==> config.mk <==
export PLATFORM = sky130hd
export DESIGN_NAME = partial_energy_seq_flat
export DESIGN_NICKNAME = d
export VERILOG_FILES = /design/src/rtl/partial_energy_pkg.sv /design/src/rtl/partial_energy_seq_if.sv /design/src/rtl/adder_tree.sv /design/src/rtl/chunk_mac.sv /design/src/rtl/partial_energy_seq.sv /design/src/flat_wrapper.sv
export SDC_FILE = /design/constraint.sdc
export NUM_CORES = 1
export LEC_CHECK = 0
export BUFFER_PORTS_ARGS = -buffer_cell sky130_fd_sc_hd__buf_2
export CORE_UTILIZATION = 62
export CTS_CLUSTER_DIAMETER = 60
export DETAILED_ROUTE_END_ITERATION = 7
export PLACE_DENSITY = 0.87
export SYNTH_ARGS = -nofsm -noshare
export SYNTH_HDL_FRONTEND = slang
export SYNTH_SLANG_ARGS = --single-unit
==> constraint.sdc <==
create_clock -name clk_i -period 51.8 [get_ports clk_i]
set_input_delay 12.95 -clock clk_i [delete_from_list [all_inputs] [get_ports clk_i]]
set_output_delay 12.95 -clock clk_i [all_outputs]
set_load 0.02 [all_outputs]
==> src/rtl/partial_energy_pkg.sv <==
// Shared types and helpers for the time-multiplexed single-spin energy calculator.
//   state_e    : controller states (idle / accumulate / result held)
//   prod_w     : width of one signed spin*J product (one guard bit so -(-2^(BITJ-1)) is exact)
//   acc_w      : accumulator width, wide enough that no internal overflow can occur
//   msb_index  : position of the highest set bit (0 for a zero input)
//   saturate   : clip a wide signed value to an L-bit signed range and flag the clip
package partial_energy_pkg;

  typedef enum logic [1:0] {StIdle, StAcc, StDone} state_e;

  // Width used for the final sum before saturation.
  localparam int unsigned CalcW = 64;

  typedef struct packed {
    logic                    ovf;
    logic signed [CalcW-1:0] val;
  } sat_t;

  function automatic int unsigned prod_w(input int unsigned bitj);
    return bitj + 1;
  endfunction

  function automatic int unsigned acc_w(input int unsigned bitj, input int unsigned dataspin,
                                        input int unsigned scaling_bit, input int unsigned bith);
    return prod_w(bitj) + unsigned'($clog2(dataspin)) + scaling_bit + bith;
  endfunction

  function automatic logic [4:0] msb_index(input logic [31:0] v);
    logic [4:0] idx;
    idx = '0;
    for (int i = 0; i < 32; i++) begin
      if (v[i]) idx = 5'(i);
    end
    return idx;
  endfunction

  function automatic sat_t saturate(input logic signed [CalcW-1:0] v, input int unsigned l);
    logic signed [CalcW-1:0] hi;
    logic signed [CalcW-1:0] lo;
    sat_t                    r;
    hi    = (64'sd1 <<< (l - 1)) - 64'sd1;
    lo    = -(64'sd1 <<< (l - 1));
    r.ovf = 1'b0;
    r.val = v;
    if (v > hi) begin
      r.val = hi;
      r.ovf = 1'b1;
    end else if (v < lo) begin
      r.val = lo;
      r.ovf = 1'b1;
    end
    return r;
  endfunction

endpackage

==> src/rtl/partial_energy_seq_if.sv <==
// Stream bundle of partial_energy_seq: config offer, weight-chunk stream and result stream.
//   master : the side that offers config/chunks and accepts results (reader / monitor)
//   slave  : the energy calculator itself
interface partial_energy_seq_if #(
  parameter int unsigned BITJ             = 4,
  parameter int unsigned BITH             = 4,
  parameter int unsigned DATASPIN         = 256,
  parameter int unsigned PAR              = 16,
  parameter int unsigned SCALING_BIT      = 5,
  parameter int unsigned LOCAL_ENERGY_BIT = 16
);

  logic                        cfg_valid_i;
  logic                        cfg_ready_o;
  logic [DATASPIN-1:0]         spin_i;
  logic                        current_spin_i;
  logic [BITH-1:0]             hbias_i;
  logic [SCALING_BIT-1:0]      hscaling_i;
  logic                        w_valid_i;
  logic                        w_ready_o;
  logic [PAR*BITJ-1:0]         weight_i;
  logic                        energy_valid_o;
  logic                        energy_ready_i;
  logic [LOCAL_ENERGY_BIT-1:0] energy_o;
  logic                        overflow_o;

  modport master (
    output cfg_valid_i, spin_i, current_spin_i, hbias_i, hscaling_i,
    output w_valid_i, weight_i, energy_ready_i,
    input  cfg_ready_o, w_ready_o, energy_valid_o, energy_o, overflow_o
  );

  modport slave (
    input  cfg_valid_i, spin_i, current_spin_i, hbias_i, hscaling_i,
    input  w_valid_i, weight_i, energy_ready_i,
    output cfg_ready_o, w_ready_o, energy_valid_o, energy_o, overflow_o
  );

endinterface

==> src/rtl/adder_tree.sv <==
// Signed reduction of N packed W-bit operands.
//   operands_i : N operands, operand i at bits [(i+1)*W-1 -: W]
//   sum_o      : signed sum, OW bits (default grows by clog2(N) so it cannot overflow)
module adder_tree #(
  parameter int unsigned N  = 4,
  parameter int unsigned W  = 5,
  parameter int unsigned OW = W + $clog2(N)
) (
  input  logic [N*W-1:0]      operands_i,
  output logic signed [OW-1:0] sum_o
);

  // Written as a chain; synthesis rebalances it into a tree.
  always_comb begin
    sum_o = '0;
    for (int i = 0; i < int'(N); i++) begin
      sum_o = sum_o + OW'(signed'(operands_i[i*W +: W]));
    end
  end

endmodule

==> src/rtl/chunk_mac.sv <==
// Combinational multiply-accumulate of one chunk: sum over j of (s_j ? J_j : -J_j).
//   weight_i : PAR signed J values, weight j at bits [(j+1)*BITJ-1 -: BITJ]
//   spin_i   : PAR spins, 1 = +1, 0 = -1
//   sum_o    : signed chunk sum
module chunk_mac import partial_energy_pkg::*; #(
  parameter int unsigned BITJ  = 4,
  parameter int unsigned PAR   = 16,
  parameter int unsigned PRODW = prod_w(BITJ),
  parameter int unsigned SUMW  = PRODW + $clog2(PAR)
) (
  input  logic [PAR*BITJ-1:0]  weight_i,
  input  logic [PAR-1:0]       spin_i,
  output logic signed [SUMW-1:0] sum_o
);

  logic [PAR*PRODW-1:0] prod;

  // Negation happens after widening, so the most negative J negates exactly.
  always_comb begin
    prod = '0;
    for (int j = 0; j < int'(PAR); j++) begin
      prod[j*PRODW +: PRODW] = spin_i[j] ?  PRODW'(signed'(weight_i[j*BITJ +: BITJ]))
                                         : -PRODW'(signed'(weight_i[j*BITJ +: BITJ]));
    end
  end

  adder_tree #(
    .N (PAR),
    .W (PRODW),
    .OW(SUMW)
  ) u_adder_tree (
    .operands_i(prod),
    .sum_o     (sum_o)
  );

endmodule

==> src/rtl/partial_energy_seq.sv <==
// Time-multiplexed single-spin local energy: sigma_c * (sum_i s_i*J_i + h*scale).
// The J row arrives as NCHUNK chunks of PAR weights; the result is saturated to
// LOCAL_ENERGY_BIT bits and held until the consumer accepts it.
//   clk_i, rst_i : clock, synchronous active-high reset
//   bus (slave)  : config offer (spins, sigma, h, hscaling), weight-chunk stream,
//                  result stream (energy_o, overflow_o)
module partial_energy_seq import partial_energy_pkg::*; #(
  parameter int unsigned BITJ             = 4,
  parameter int unsigned BITH             = 4,
  parameter int unsigned DATASPIN         = 256,
  parameter int unsigned PAR              = 16,
  parameter int unsigned SCALING_BIT      = 5,
  parameter int unsigned LOCAL_ENERGY_BIT = 16
) (
  input logic                 clk_i,
  input logic                 rst_i,
  partial_energy_seq_if.slave bus
);

  localparam int unsigned NCHUNK = DATASPIN / PAR;
  localparam int unsigned PRODW  = prod_w(BITJ);
  localparam int unsigned ACCW   = acc_w(BITJ, DATASPIN, SCALING_BIT, BITH);
  localparam int unsigned SUMW   = PRODW + $clog2(PAR);
  localparam int unsigned KW     = (NCHUNK > 1) ? $clog2(NCHUNK) : 1;

  if (DATASPIN % PAR != 0) begin : g_par_check
    $error("DATASPIN must be a multiple of PAR");
  end

  state_e                      state_q, state_d;
  logic [KW-1:0]               k_q, k_d;
  logic signed [ACCW-1:0]      acc_q, acc_d;
  logic [DATASPIN-1:0]         spin_q, spin_d;
  logic                        sigma_q, sigma_d;
  logic signed [BITH-1:0]      h_q, h_d;
  logic [SCALING_BIT-1:0]      hs_q, hs_d;
  logic [LOCAL_ENERGY_BIT-1:0] energy_q, energy_d;
  logic                        ovf_q, ovf_d;

  logic [31:0]             chunk_base;
  logic [PAR-1:0]          spin_chunk;
  logic signed [SUMW-1:0]  chunk_sum;
  logic signed [CalcW-1:0] e_raw;
  logic signed [CalcW-1:0] e_signed;
  sat_t                    sat;
  logic                    last_chunk;
  logic                    unused_sat;

  assign chunk_base = 32'(k_q) * PAR;
  assign spin_chunk = PAR'(spin_q >> chunk_base);
  assign last_chunk = (k_q == KW'(NCHUNK - 1));

  chunk_mac #(
    .BITJ (BITJ),
    .PAR  (PAR),
    .PRODW(PRODW),
    .SUMW (SUMW)
  ) u_chunk_mac (
    .weight_i(bus.weight_i),
    .spin_i  (spin_chunk),
    .sum_o   (chunk_sum)
  );

  // Final value uses the last chunk directly so the result registers on the same edge.
  always_comb begin
    e_raw    = CalcW'(acc_q) + CalcW'(chunk_sum)
             + (CalcW'(h_q) <<< msb_index(32'(hs_q)));
    e_signed = sigma_q ? e_raw : -e_raw;
    sat      = saturate(e_signed, LOCAL_ENERGY_BIT);
  end

  assign unused_sat = ^sat.val[CalcW-1:LOCAL_ENERGY_BIT];

  always_comb begin
    state_d  = state_q;
    k_d      = k_q;
    acc_d    = acc_q;
    spin_d   = spin_q;
    sigma_d  = sigma_q;
    h_d      = h_q;
    hs_d     = hs_q;
    energy_d = energy_q;
    ovf_d    = ovf_q;
    unique case (state_q)
      StIdle: begin
        if (bus.cfg_valid_i) begin
          spin_d  = bus.spin_i;
          sigma_d = bus.current_spin_i;
          h_d     = bus.hbias_i;
          hs_d    = bus.hscaling_i;
          acc_d   = '0;
          k_d     = '0;
          state_d = StAcc;
        end
      end
      StAcc: begin
        if (bus.w_valid_i) begin
          if (last_chunk) begin
            energy_d = sat.val[LOCAL_ENERGY_BIT-1:0];
            ovf_d    = sat.ovf;
            acc_d    = '0;
            k_d      = '0;
            state_d  = StDone;
          end else begin
            acc_d = acc_q + ACCW'(chunk_sum);
            k_d   = k_q + KW'(1);
          end
        end
      end
      StDone: begin
        if (bus.energy_ready_i) state_d = StIdle;
      end
      default: state_d = StIdle;
    endcase
  end

  always_ff @(posedge clk_i) begin
    if (rst_i) begin
      state_q  <= StIdle;
      k_q      <= '0;
      acc_q    <= '0;
      spin_q   <= '0;
      sigma_q  <= 1'b0;
      h_q      <= '0;
      hs_q     <= '0;
      energy_q <= '0;
      ovf_q    <= 1'b0;
    end else begin
      state_q  <= state_d;
      k_q      <= k_d;
      acc_q    <= acc_d;
      spin_q   <= spin_d;
      sigma_q  <= sigma_d;
      h_q      <= h_d;
      hs_q     <= hs_d;
      energy_q <= energy_d;
      ovf_q    <= ovf_d;
    end
  end

  assign bus.cfg_ready_o    = (state_q == StIdle);
  assign bus.w_ready_o      = (state_q == StAcc);
  assign bus.energy_valid_o = (state_q == StDone);
  assign bus.energy_o       = energy_q;
  assign bus.overflow_o     = ovf_q;

endmodule
==> src/flat_wrapper.sv <==
// flat-port wrapper written by rule: the top's interface ports become plain ports
module partial_energy_seq_flat import partial_energy_pkg::*;
#(
  parameter int unsigned BITJ             = 4,
  parameter int unsigned BITH             = 4,
  parameter int unsigned DATASPIN         = 256,
  parameter int unsigned PAR              = 16,
  parameter int unsigned SCALING_BIT      = 5,
  parameter int unsigned LOCAL_ENERGY_BIT = 16
)
  (clk_i, rst_i, bus_cfg_valid_i, bus_spin_i, bus_current_spin_i, bus_hbias_i, bus_hscaling_i, bus_w_valid_i, bus_weight_i, bus_energy_ready_i, bus_cfg_ready_o, bus_w_ready_o, bus_energy_valid_o, bus_energy_o, bus_overflow_o);
  partial_energy_seq_if #(.BITJ(BITJ), .BITH(BITH), .DATASPIN(DATASPIN), .PAR(PAR), .SCALING_BIT(SCALING_BIT), .LOCAL_ENERGY_BIT(LOCAL_ENERGY_BIT)) bus_i ();
  input logic clk_i;
  input logic rst_i;
  input wire logic [$bits(bus_i.cfg_valid_i)-1:0] bus_cfg_valid_i;
  input wire logic [$bits(bus_i.spin_i)-1:0] bus_spin_i;
  input wire logic [$bits(bus_i.current_spin_i)-1:0] bus_current_spin_i;
  input wire logic [$bits(bus_i.hbias_i)-1:0] bus_hbias_i;
  input wire logic [$bits(bus_i.hscaling_i)-1:0] bus_hscaling_i;
  input wire logic [$bits(bus_i.w_valid_i)-1:0] bus_w_valid_i;
  input wire logic [$bits(bus_i.weight_i)-1:0] bus_weight_i;
  input wire logic [$bits(bus_i.energy_ready_i)-1:0] bus_energy_ready_i;
  output wire logic [$bits(bus_i.cfg_ready_o)-1:0] bus_cfg_ready_o;
  output wire logic [$bits(bus_i.w_ready_o)-1:0] bus_w_ready_o;
  output wire logic [$bits(bus_i.energy_valid_o)-1:0] bus_energy_valid_o;
  output wire logic [$bits(bus_i.energy_o)-1:0] bus_energy_o;
  output wire logic [$bits(bus_i.overflow_o)-1:0] bus_overflow_o;
  assign bus_i.cfg_valid_i = bus_cfg_valid_i;
  assign bus_i.spin_i = bus_spin_i;
  assign bus_i.current_spin_i = bus_current_spin_i;
  assign bus_i.hbias_i = bus_hbias_i;
  assign bus_i.hscaling_i = bus_hscaling_i;
  assign bus_i.w_valid_i = bus_w_valid_i;
  assign bus_i.weight_i = bus_weight_i;
  assign bus_i.energy_ready_i = bus_energy_ready_i;
  assign bus_cfg_ready_o = bus_i.cfg_ready_o;
  assign bus_w_ready_o = bus_i.w_ready_o;
  assign bus_energy_valid_o = bus_i.energy_valid_o;
  assign bus_energy_o = bus_i.energy_o;
  assign bus_overflow_o = bus_i.overflow_o;
  partial_energy_seq #(.BITJ(BITJ), .BITH(BITH), .DATASPIN(DATASPIN), .PAR(PAR), .SCALING_BIT(SCALING_BIT), .LOCAL_ENERGY_BIT(LOCAL_ENERGY_BIT)) u_core (.clk_i(clk_i), .rst_i(rst_i), .bus(bus_i));
endmodule
[Yosys cells after proc, flatten, opt, wreduce, memory -nomap -nowiden]
Index checks and enable logic that the tools add are counted.
Storage, ports and cells
  word-level logic and storage cells: 98
  register bits: 311
  input port bits: 335
  output and inout port bits: 20
Cells by class
  $add $sub $neg: 36
  mux-type cells: 36
  reductions and logical operators: 6
  magnitude comparators: 2
  shift operators: 2
  equal/unequal tests: 7
Operators with widths (number)
  right shift 256 x 8 -> 16 bit: 1
  2-to-1 mux 65 bit: 2
  adder 9 x 5 -> 9 bit: 13
  2-to-1 mux 5 bit: 16
  negator 4 -> 5 bit: 16
  2-to-1 mux 22 bit: 3
  adder 64 bit: 1
  greater-than comparator 64 x 16 -> 1 bit (second input constant): 1
  < comparator 64 x 16 -> 1 bit (second input constant): 1
  2-to-1 mux 64 bit: 1
  negator 64 bit: 1
  <<< shifter 4 x 3 -> 64 bit: 1
  one-hot mux 22 bit (2 select lines): 1
  adder 22 x 9 -> 23 bit: 1
  adder 22 x 9 -> 22 bit: 1
  2-to-1 mux 2 bit: 6
  2-to-1 mux 4 bit: 3
  one-hot mux 4 bit (2 select lines): 1
  adder 6 x 5 -> 7 bit: 1
  adder 5 x 5 -> 6 bit: 1
  inequality test 2 bit (second input constant): 3
  one-hot mux 2 bit (3 select lines): 1
  AND reduction 3 bit: 2
  adder 4 x 1 -> 4 bit (second input constant): 1
  other kinds (10): 10

[Depth between registers and ports, before layout]
Gate-level depths: netlist of the first run.
  depth in word-level cells: 24
  gate-level depth with buffers: 59
  gate-level depth less buffers: 54

[By module]
From an unflattened synthesis of the first run, not the netlist that was laid out.
Unflattened totals
  cells, all modules: 2571
  area total of the unflattened synthesis: 21476.8 µm²
Modules (own cells, without submodules)
  partial_energy_seq: cells an instance 2132, times used 1, area an instance 17729.5 µm², sequential area each 6206.0 µm²
  adder_tree: cells an instance 231, times used 1, area an instance 2339.7 µm², sequential area each 0.0 µm²
  chunk_mac: cells an instance 208, times used 1, area an instance 1407.6 µm², sequential area each 0.0 µm²

[Least setup slack after synthesis of the first run]
Ideal clock, no wire load.
  kind: input port to flip-flop
  start: input bus_weight_i[12]
  end: register u_core.energy_q[10] (netlist: u_core.bus.energy_o[10])
  library setup time: 0.141 ns
  required time: 51.659 ns
  path buffers: 1
  cell stages on the path: 51
  arrival time: 24.966 ns
  slack: 26.693 ns
  cell sequence: inv_1 ha_1 mux2_2 fa_1 inv_1 fa_1 inv_1 fa_1 fa_1 inv_1 fa_1 fa_1 inv_1 ha_1 a21o_1 a21oi_1 o21bai_1 a21oi_1 (+15 left out) a211oi_1 o21a_1 or2_2 inv_1 fa_1 nand2_1 nor2_1 and3_1 nand4_1 or3_1 or3_1 nor4_1 a31oi_1 xor2_1 or2_2 o21ai_4 buf_6 o32ai_2
On the way
  longest elaborated chain between the ends: 22
  elaborated cells between the ends (all ways): 23
  those cells by class: add/sub (17); order compare (2); mux (4)
Ends and longest elaborated chain
  start, declared: line flat_wrapper.sv:21  | input wire logic [$bits(bus_i.weight_i)-1:0] bus_weight_i;
  negator 4 -> 5 bit: line chunk_mac.sv:23  | : -PRODW'(signed'(weight_i[j*BITJ +: BITJ]));
  2-to-1 mux 5 bit *: line chunk_mac.sv:22  | prod[j*PRODW +: PRODW] = spin_i[j] ? PRODW'(signed'(weight_i[j*BITJ +: BITJ]))
  adder 9 x 5 -> 9 bit * (13 in a row): line adder_tree.sv:17  | sum_o = sum_o + OW'(signed'(operands_i[i*W +: W]));
  adder 22 x 9 -> 23 bit *: line partial_energy_seq.sv:66  | e_raw = CalcW'(acc_q) + CalcW'(chunk_sum)
  adder 64 bit *: line partial_energy_seq.sv:67  | + (CalcW'(h_q) <<< msb_index(32'(hs_q)));
  negator 64 bit: line partial_energy_seq.sv:68  | e_signed = sigma_q ? e_raw : -e_raw;
  2-to-1 mux 64 bit *: line partial_energy_seq.sv:68
  < comparator 64 x 16 -> 1 bit: line partial_energy_pkg.sv:48  | end else if (v < lo) begin
  2-to-1 mux 65 bit: line partial_energy_pkg.sv:48
  2-to-1 mux 65 bit *: line partial_energy_pkg.sv:45  | if (v > hi) begin
  end signal, assigned: line partial_energy_seq.sv:136  | energy_q <= energy_d;
  end, declared: line partial_energy_seq.sv:37  | logic [LOCAL_ENERGY_BIT-1:0] energy_q, energy_d;
Every way passes the cells marked *; elsewhere a longest branch is shown, timed or not.
A chain may end at the register's enable or synchronous reset.

[Worst setup path after layout of the first run]
  start: input bus_weight_i[44]
  end: register u_core.energy_q[3] (netlist: u_core.bus.energy_o[3])
On the way
  longest elaborated chain between the ends: 14
  elaborated cells between the ends (all ways): 15
  those cells by class: add/sub (9); order compare (2); mux (4)
Ends and longest elaborated chain (line)
  negator 4 -> 5 bit: chunk_mac.sv:23
  2-to-1 mux 5 bit *: chunk_mac.sv:22
  adder 9 x 5 -> 9 bit * (5 in a row): adder_tree.sv:17
  adder 22 x 9 -> 23 bit *: partial_energy_seq.sv:66
  adder 64 bit *: partial_energy_seq.sv:67
  negator 64 bit: partial_energy_seq.sv:68
  2-to-1 mux 64 bit *: partial_energy_seq.sv:68
  < comparator 64 x 16 -> 1 bit: partial_energy_pkg.sv:48
  2-to-1 mux 65 bit: partial_energy_pkg.sv:48
  2-to-1 mux 65 bit *: partial_energy_pkg.sv:45
Marked as above.

==> run_results.csv, run 1 <==
group,metric,value,unit
outcome,outcome,"finished, final reports clean",
yosys,synth_area,0.0207,sq mm
cells_and_area,area_delta_synth_final,14.2,%
setup_path,cp-end-kind,"register",
cells_and_area,drive_gt1_share,20.2,%
yosys,synthTopCellsByArea,"dfxtp_1, nand2_1, fa_1",
grt,overflow,0,
timing,holdWs,0.453,ns
yosys,yosys.area_share.simple,18.2,%
clocking,clock_latency,0.52,ns
grt,met1_usage,41.5,%
timing,tns,0,ns
yosys,async_flop_share,0,%
clocking,cts_tree,"built",
grt,grt_pass1_wl,91.5,mm
timing,hold_viol_final,0,
timing,slew_headroom,14.2,%
setup_path,crit_start,"bus_weight_i[44]",
setup_path,crit_slowest_cell,"a41oi_2",
floorplanning,fp.coreArea,0.0327,sq mm
setup_path,r2r-start,"u_core.k_q[0]$_SDFFE_PP0P_",
clocking,ctsResizeCount,0,
timing,rsz0062_at_grt,"no",
clocking,cts_root_buf,"clkbuf_16",
clocking,clk_path_buf_depth,3,
grt,grt_busiest_layer,"met2",
setup_path,worstPathMaxFanout,17,
setup_path,cpPeakStageDelay,0.81,ns
detailed_routing,routed_wl,59.1,mm
detailed_routing,drtPass1Iterations,6,
clocking,postCtsHoldBufs,0,
yosys,synth_top_area_share,30.0,%
grt,track_usage,34.0,%
yosys,synth_seq_cells,310,
yosys,synthXorXnorAreaFrac,4.10,%
min_path,min_path_type,"register to register",
detailed_routing,vias_per_cell,5.95,
yosys,synthFlopType,"dfxtp_1",
floorplanning,dieArea,0.0341,sq mm
clocking,cts_buffers,35,
yosys,synth_compound_area_share,17.2,%
grt,globalRouteMet2Util,58.8,%
run,cap_violations,0,
yosys,netlist_instances,2468,
yosys,synth_warnings,0,
cells_and_area,fin_cells,3197,
timing,min_period,26.83,ns
placed_design,dp_hpwl,43.9,mm
setup_path,r2r-end,"u_core.bus.energy_o[3]$_SDFFE_PP0P_",
placed_design,dp.cells,3127,
grt,grt_pass1_vias,18300,
timing,slew_violations,0,
yosys,synth_edf_count,0,
floorplanning,die-width,185,um
yosys,synthAdderAreaFrac,14.0,%
setup_path,cp.required,52.14,ns
detailed_routing,remaining_drc_errors,0,
cells_and_area,fin_nets,3234,
setup_path,cp_data_arrival_time,27.17,ns
floorplanning,io_pins,355,
placed_design,port_buffers,353,
timing,setup_viol,0,
clocking,postCtsSetupBuffers,0,
clocking,cts.sinks,310,
setup_path,cp_common_cell,"fa_1",
detailed_routing,drtIter0Drc,1426,
yosys,yosysUniqueCellTypes,91,
detailed_routing,post_drt_wl_per_cell,18.5,um
grt,antenna_found_initial,20,
min_path,hp-start,"u_core.spin_q[237]$_SDFFE_PP0P_",
yosys,seq_area_frac_synth,30.0,%
timing,worst_slew_pin_slew,1.28,ns
grt,grt_max_degree,174,
yosys,avgSynthCellArea,8.39,sq um
grt,use_met3,6.19,%
setup_path,start_kind,"primary input",
placed_design,place_congestion,0.914,
setup_path,reg2reg_setup_slack,34.94,ns
yosys,synth_nets,2980,
timing,fmax,37.3,MHz
yosys,synth.area.mux_share,10.7,%
floorplanning,row_count,66,
setup_path,r2r_cells,52,
clocking,htree_levels,2,
setup_path,path_class,"primary input to register",
min_path,whs_endpoint,"u_core.spin_q[237]$_SDFFE_PP0P_",
detailed_routing,ant_nets,0,
detailed_routing,vias,19000,
floorplanning,start_util,63.3,%
clocking,clkTransAtPathRegs,0.06,ns
floorplanning,die_h,185,um
yosys,yosysTopAreaCell,"dfxtp_1",
timing,min_period_over_period,51.8,%
min_path,hold_depth,2,
yosys,synth_top_family_by_area,"simple AND/OR/NAND/NOR gates",
timing,skew,0.0196,ns
cells_and_area,final_util,72.4,%
## Yosys cell counts (18+ instances only)
master and n:
a22oi_1 20, nand3_1 22, or3_1 27, nand2_1 581, nor2b_1 21, o21ai_0 39, fa_1 91, mux2_2 18
xor2_1 36, inv_1 161, a31oi_1 27, mux2i_1 22, mux4_2 80, nor2_1 122, a21oi_1 348, xnor2_1 61
clkbuf_1 127, ha_1 86, dfxtp_1 310
## critical path, delay by kind of cell
family	cells	cell delay, ns
and+or+nand+nor	15	3.96
xor gates and xnor gates	4	0.70
adders and majority gates	11	5.01
buffers and inverters	7	0.71
AOI/OAI and AO/OA	15	3.85
## flip-flops by register name (all words and copies together) (netlist names)
name / count
u_core.acc_q: 22
u_core.bus.energy_o: 16
u_core.bus.overflow_o: 1
u_core.h_q: 4
u_core.hs_q: 4
u_core.k_q: 4
u_core.sigma_q: 1
u_core.spin_q: 256
u_core.state_q: 2
## how the worst max path moves through the flow
stage / endpoint / slack [ns] / cells after the start
after global placement: u_core.bus.energy_o[13]$_SDFFE_PP0P_ / 25.05 / 52
after detailed placement: u_core.bus.energy_o[1]$_SDFFE_PP0P_ / 24.78 / 52
after floorplan: u_core.bus.energy_o[10]$_SDFFE_PP0P_ / 26.69 / 51
after CTS: u_core.bus.energy_o[1]$_SDFFE_PP0P_ / 25.26 / 52
final: u_core.bus.energy_o[3]$_SDFFE_PP0P_ / 24.97 / 52
after global routing: u_core.bus.energy_o[1]$_SDFFE_PP0P_ / 24.29 / 53
## layout by cell type, fill, tap and decap left out, drive strengths merged, types with 27 or more instances in the layout
cell type and count:
clkbuf 45, mux4 80, inv 166, a31oi 28
xor2 36, ha 86, nand2 581, xnor2 61
or3 27, dfxtp 310, nor2 122, o21ai 43
a21oi 349, fa 91, buf 366
## cell type report
class | instances | area, sq um
clock buffer | 45 | 933
clock inverter | 10 | 130
sequential | 310 | 6210
multi-input combinational | 1846 | 13300
tap | 442 | 553
antenna | 15 | 37.5
timing repair buffer | 366 | 1870
inverter | 163 | 612
fill | 2476 | 9040
## cells by family after synthesis
group                    after synthesis
multiplexers                         120
XOR/XNOR                              97
adder cells (fa/ha/maj)              177
buffers and inverters                312
AND/OR/NAND/NOR                      877
flip-flops                           310
AO/OA/AOI/OAI                        575
## per-stage QoR
stage	worst slack, ns	instance area, sq um
floorplan	26.69	20700
global placement	25.05	22600
detailed placement	24.78	22600
CTS	25.26	23600
global route	24.29	23700
finish	24.97	23700
## routing by layer
layer,vias to the layer above,routed length [um],share of wire (%)
li1,8988,-,-
met1,9127,23300,39
met2,752,29300,50
met3,157,4170,7.1
met4,14,2310,3.9
met5,-,80,0.14
Power of run 1 is left out: the tool's default activity adds up to more than one toggle a clock period on the data nets, which glitch-free logic cannot reach.
==> run 2: changes to the inputs <==
--- a/config.mk
+++ b/config.mk
@@ -6,10 +6,10 @@
 export NUM_CORES = 1
 export LEC_CHECK = 0
 export BUFFER_PORTS_ARGS = -buffer_cell sky130_fd_sc_hd__buf_2
-export CORE_UTILIZATION = 62
+export CORE_UTILIZATION = 52
 export CTS_CLUSTER_DIAMETER = 60
 export DETAILED_ROUTE_END_ITERATION = 7
-export PLACE_DENSITY = 0.87
+export PLACE_DENSITY = 0.78
 export SYNTH_ARGS = -nofsm -noshare
 export SYNTH_HDL_FRONTEND = slang
 export SYNTH_SLANG_ARGS = --single-unit
==> constraint.sdc (replaced) <==
create_clock -name clk_i -period 22.9 [get_ports clk_i]
set_input_delay 5.725 -clock clk_i [delete_from_list [all_inputs] [get_ports clk_i]]
set_output_delay 5.725 -clock clk_i [all_outputs]
set_load 0.02 [all_outputs]
==> run_results.csv, run 2 (same netlist as run 1, synthesis figures left out) <==
group,metric,value,unit
timing,fmax,51.7,MHz
detailed_routing,post_drt_wl_per_cell,18.3,um
cells_and_area,fin_cells,3280,
min_path,min_path_type,"register to register",
setup_path,start_kind,"primary input",
placed_design,dp.cells,3204,
clocking,cts_root_buf,"clkbuf_16",
cells_and_area,regMostFlops,"u_core.spin_q",
timing,tns,0,ns
placed_design,dp_hpwl,44.9,mm
timing,min_period_over_period,84.4,%
cells_and_area,layout_common_cells,"nand2_1, buf_2, a21oi_1",
clocking,cts_tree,"built",
detailed_routing,vias_per_cell,5.73,
cells_and_area,layout.cells.most_common,"nand2_1",
floorplanning,io_pins,355,
outcome,outcome,"finished, final reports clean",
floorplanning,start_util,53.1,%
detailed_routing,vias,18800,
setup_path,cp_num_buf_inv,8,
detailed_routing,drtIter0Drc,1389,
grt,grt_pass1_wl,95.5,mm
cells_and_area,largest_register_ffs,256,
detailed_routing,remaining_drc_errors,0,
clocking,clk_path_buf_depth,3,
clocking,postCtsSetupBuffers,0,
setup_path,cp_data_arrival_time,19.70,ns
timing,slew_headroom,15.8,%
cells_and_area,num-fill-cells,3382,
detailed_routing,routed_wl,59.9,mm
clocking,cts.sinks,310,
grt,antenna_found_initial,20,
clocking,clock_latency,0.55,ns
grt,grt_max_degree,131,
timing,worst_slew_pin_slew,1.26,ns
detailed_routing,drtPass1Iterations,5,
clocking,ctsResizeCount,0,
setup_path,cp_top_family,"adder cells",
placed_design,place_congestion,0.908,
detailed_routing,ant_nets,0,
floorplanning,die_h,202,um
timing,skew,0.0214,ns
clocking,postCtsHoldBufs,0,
timing,rsz0062_at_grt,"no",
grt,track_usage,29.3,%
grt,grt_pass1_vias,18500,
setup_path,crit_slowest_cell,"a41oi_2",
cells_and_area,drive_gt1_share,20.5,%
setup_path,cp-end-kind,"register",
timing,min_period,19.33,ns
floorplanning,dieArea,0.0406,sq mm
grt,overflow,0,
setup_path,cpPeakStageDelay,0.80,ns
floorplanning,row_count,72,
placed_design,port_buffers,353,
timing,slew_violations,0,
setup_path,path_class,"primary input to register",
timing,hold_viol_final,0,
cells_and_area,area_delta_synth_final,15.3,%
setup_path,cp_common_cell,"fa_1",
setup_path,worstPathMaxFanout,17,
run,cap_violations,0,
clocking,htree_levels,2,
timing,setup_viol,0,
setup_path,cp.required,23.27,ns
clocking,cts_buffers,37,
cells_and_area,fin_nets,3237,
floorplanning,fp.coreArea,0.0390,sq mm
clocking,clkTransAtPathRegs,0.05,ns
floorplanning,die-width,202,um
[run 2: layer usage]
layer	GRT usage [%]	share of wire, %
met4	11.0	3.6
met1	36.3	40
met5	0	0.19
met2	50.0	49
met3	6.24	7.3
[run 2: stage by stage]
stage	utilization (%)	setup slack, ns	instance area, sq um	hold slack [ns]
global route	61.2	2.75	23900	0.470
finish	61.2	3.57	23900	0.450
CTS	61.2	3.72	23900	0.452
floorplan	-	5.02	20700	0.433
global placement	58.1	3.39	22700	0.439
detailed placement	58.1	3.19	22700	0.445
[run 2: final cells by class]
| cell class | count | area [sq um] | share of cell area, % |
|---|---|---|---|
| Clock inverter | 13 | 131 | 0.550 |
| Sequential cell | 310 | 6210 | 26.0 |
| Inverter | 163 | 612 | 2.56 |
| Antenna cell | 12 | 30.0 | 0.126 |
| Multi-Input combinational cell | 1846 | 13300 | 55.7 |
| Timing Repair Buffer | 367 | 1880 | 7.88 |
| Clock buffer | 51 | 1060 | 4.44 |
| Tap cell | 518 | 648 | 2.71 |
[run 2: worst register-to-register path, delay by kind of cell, from the launching register on]
family	cells	cell delay [ns]
compound gates	15	3.86
xor+xnor	4	0.71
fa+ha+maj	10	4.78
buf+inv	6	1.35
flops	1	0.64
mux	2	1.37
simple gates	15	3.74
[run 2: worst paths after layout]
| check | slack, ns | endpoint | cells after the start | from |
|---|---|---|---|---|
| hold reg to reg | 0.45 | u_core.spin_q[114]$_SDFFE_PP0P_ | 2 | u_core.spin_q[114]$_SDFFE_PP0P_ |
| setup / recovery | 3.57 | u_core.bus.energy_o[13]$_SDFFE_PP0P_ | 53 | bus_weight_i[48] |
| hold / removal | 0.45 | u_core.spin_q[114]$_SDFFE_PP0P_ | 2 | u_core.spin_q[114]$_SDFFE_PP0P_ |
| setup reg to reg | 6.29 | u_core.bus.energy_o[13]$_SDFFE_PP0P_ | 52 | u_core.k_q[0]$_SDFFE_PP0P_ |
Power of run 2 is left out for the same reason.
==> run 3: changes to the inputs <==
==> constraint.sdc (replaced) <==
create_clock -name clk_i -period 16.24 [get_ports clk_i]
set_input_delay 4.06 -clock clk_i [delete_from_list [all_inputs] [get_ports clk_i]]
set_output_delay 4.06 -clock clk_i [all_outputs]
set_load 0.02 [all_outputs]
==> run_results.csv, run 3 (same netlist as run 1, synthesis figures left out) <==
group,metric,value,unit
outcome,outcome,"finished, final reports clean",
cells_and_area,layout_common_cells,"nand2_1, buf_2, a21oi_1",
detailed_routing,vias_per_cell,5.65,
clocking,clkTransAtPathRegs,0.06,ns
timing,min_period,15.85,ns
timing,min_period_over_period,97.6,%
floorplanning,io_pins,355,
detailed_routing,drtPass1Iterations,5,
timing,hold_viol_final,0,
detailed_routing,ant_nets,0,
detailed_routing,post_drt_wl_per_cell,18.1,um
detailed_routing,wl_met3,3.80,mm
setup_path,cp_data_arrival_time,16.25,ns
cells_and_area,area_delta_synth_final,21.9,%
timing,skew,0.0170,ns
cells_and_area,layout.cells.most_common,"nand2_1",
clocking,cts_buffers,36,
grt,antenna_found_initial,21,
clocking,cts.sinks,310,
floorplanning,row_count,72,
clocking,postCtsHoldBufs,0,
cells_and_area,final_util,64.8,%
timing,holdWs,0.451,ns
clocking,clock_latency,0.55,ns
setup_path,worstPathMaxFanout,7,
grt,track_usage,29.7,%
floorplanning,start_util,53.1,%
timing,slew_headroom,11.1,%
detailed_routing,routed_wl,62.0,mm
setup_path,cp_common_cell,"fa_1",
timing,fmax,63.1,MHz
clocking,clk_path_buf_depth,3,
setup_path,start_kind,"primary input",
setup_path,cp.required,16.64,ns
detailed_routing,routed.top_layer,"met5",
min_path,min_path_type,"register to register",
clocking,htree_levels,2,
timing,tns,0,ns
floorplanning,dieArea,0.0406,sq mm
placed_design,place_congestion,0.927,
detailed_routing,vias,19400,
placed_design,port_buffers,353,
grt,grt_max_degree,131,
clocking,cts_root_buf,"clkbuf_16",
floorplanning,fp.coreArea,0.0390,sq mm
cells_and_area,fin_nets,3380,
timing,slew_violations,0,
detailed_routing,met1_length,25.5,mm
timing,worst_slew_pin_slew,1.33,ns
timing,setup_viol,0,
grt,overflow,0,
setup_path,cpPeakStageDelay,0.60,ns
grt,grt_pass1_wl,96.6,mm
cells_and_area,regMostFlops,"u_core.spin_q",
detailed_routing,drtIter0Drc,1377,
floorplanning,die-width,202,um
placed_design,dp_hpwl,46.7,mm
setup_path,crit_slowest_cell,"fa_1",
clocking,cts_tree,"built",
floorplanning,die_h,202,um
run,cap_violations,0,
cells_and_area,drive_gt1_share,25.6,%
cells_and_area,largest_register_ffs,256,
setup_path,cp-end-kind,"register",
detailed_routing,routed-wl-met2,30.3,mm
detailed_routing,remaining_drc_errors,0,
grt,grt_pass1_vias,18800,
setup_path,path_class,"primary input to register",
[run 3: metal layers]
metal  track usage (%)  vias to the layer above
met5                 0                        -
met4              12.9                       14
met3              4.54                      138
met2              50.3                      648
met1              37.5                     9260
li1                  -                     9303
[run 3: through the flow]
stage	cell area (sq um)	worst slack, ns	instances
after floorplan	20700	0.0231	2468
after global placement	23800	-0.396	3344
after detailed placement	23800	-0.462	3344
after CTS	25000	0.0421	3409
after global routing	25300	-0.0304	3425
final	25300	0.389	3426
[run 3: critical path, delay by kind of cell]
family	cells	cell delay [ns]
buf+inv	9	0.84
xor+xnor	4	0.65
fa+ha+maj	11	4.61
compound gates	15	2.80
simple gates	15	3.27
[run 3: area by class of cell]
type                    instances  area [sq um]
fillers                      3227         13700
multi-input cells            1846         13500
flip-flops and latches        310          6210
repair buffers                511          3030
clock buffers                  54          1060
well taps                     518           648
inverters                     163           612
clock inverters                11           153
diodes                         13          32.5
[run 3: repair_timing]
item / 4_1_cts / 5_1_grt
gates resized for setup: 0 / 44
endpoints found under the setup margin: 0 / 17
buffers inserted: 0 / 3
[run 3: worst paths after layout]
check	from	endpoint	slack [ns]	cells after the start
worst max register to register	u_core.k_q[0]$_SDFFE_PP0P_	u_core.bus.energy_o[8]$_SDFFE_PP0P_	1.87	53
worst max-delay path	bus_weight_i[48]	u_core.bus.energy_o[8]$_SDFFE_PP0P_	0.39	54
worst min register to register	u_core.spin_q[139]$_SDFFE_PP0P_	u_core.spin_q[139]$_SDFFE_PP0P_	0.45	2
worst min-delay path	u_core.spin_q[139]$_SDFFE_PP0P_	u_core.spin_q[139]$_SDFFE_PP0P_	0.45	2
Power of run 3 is left out for the same reason.
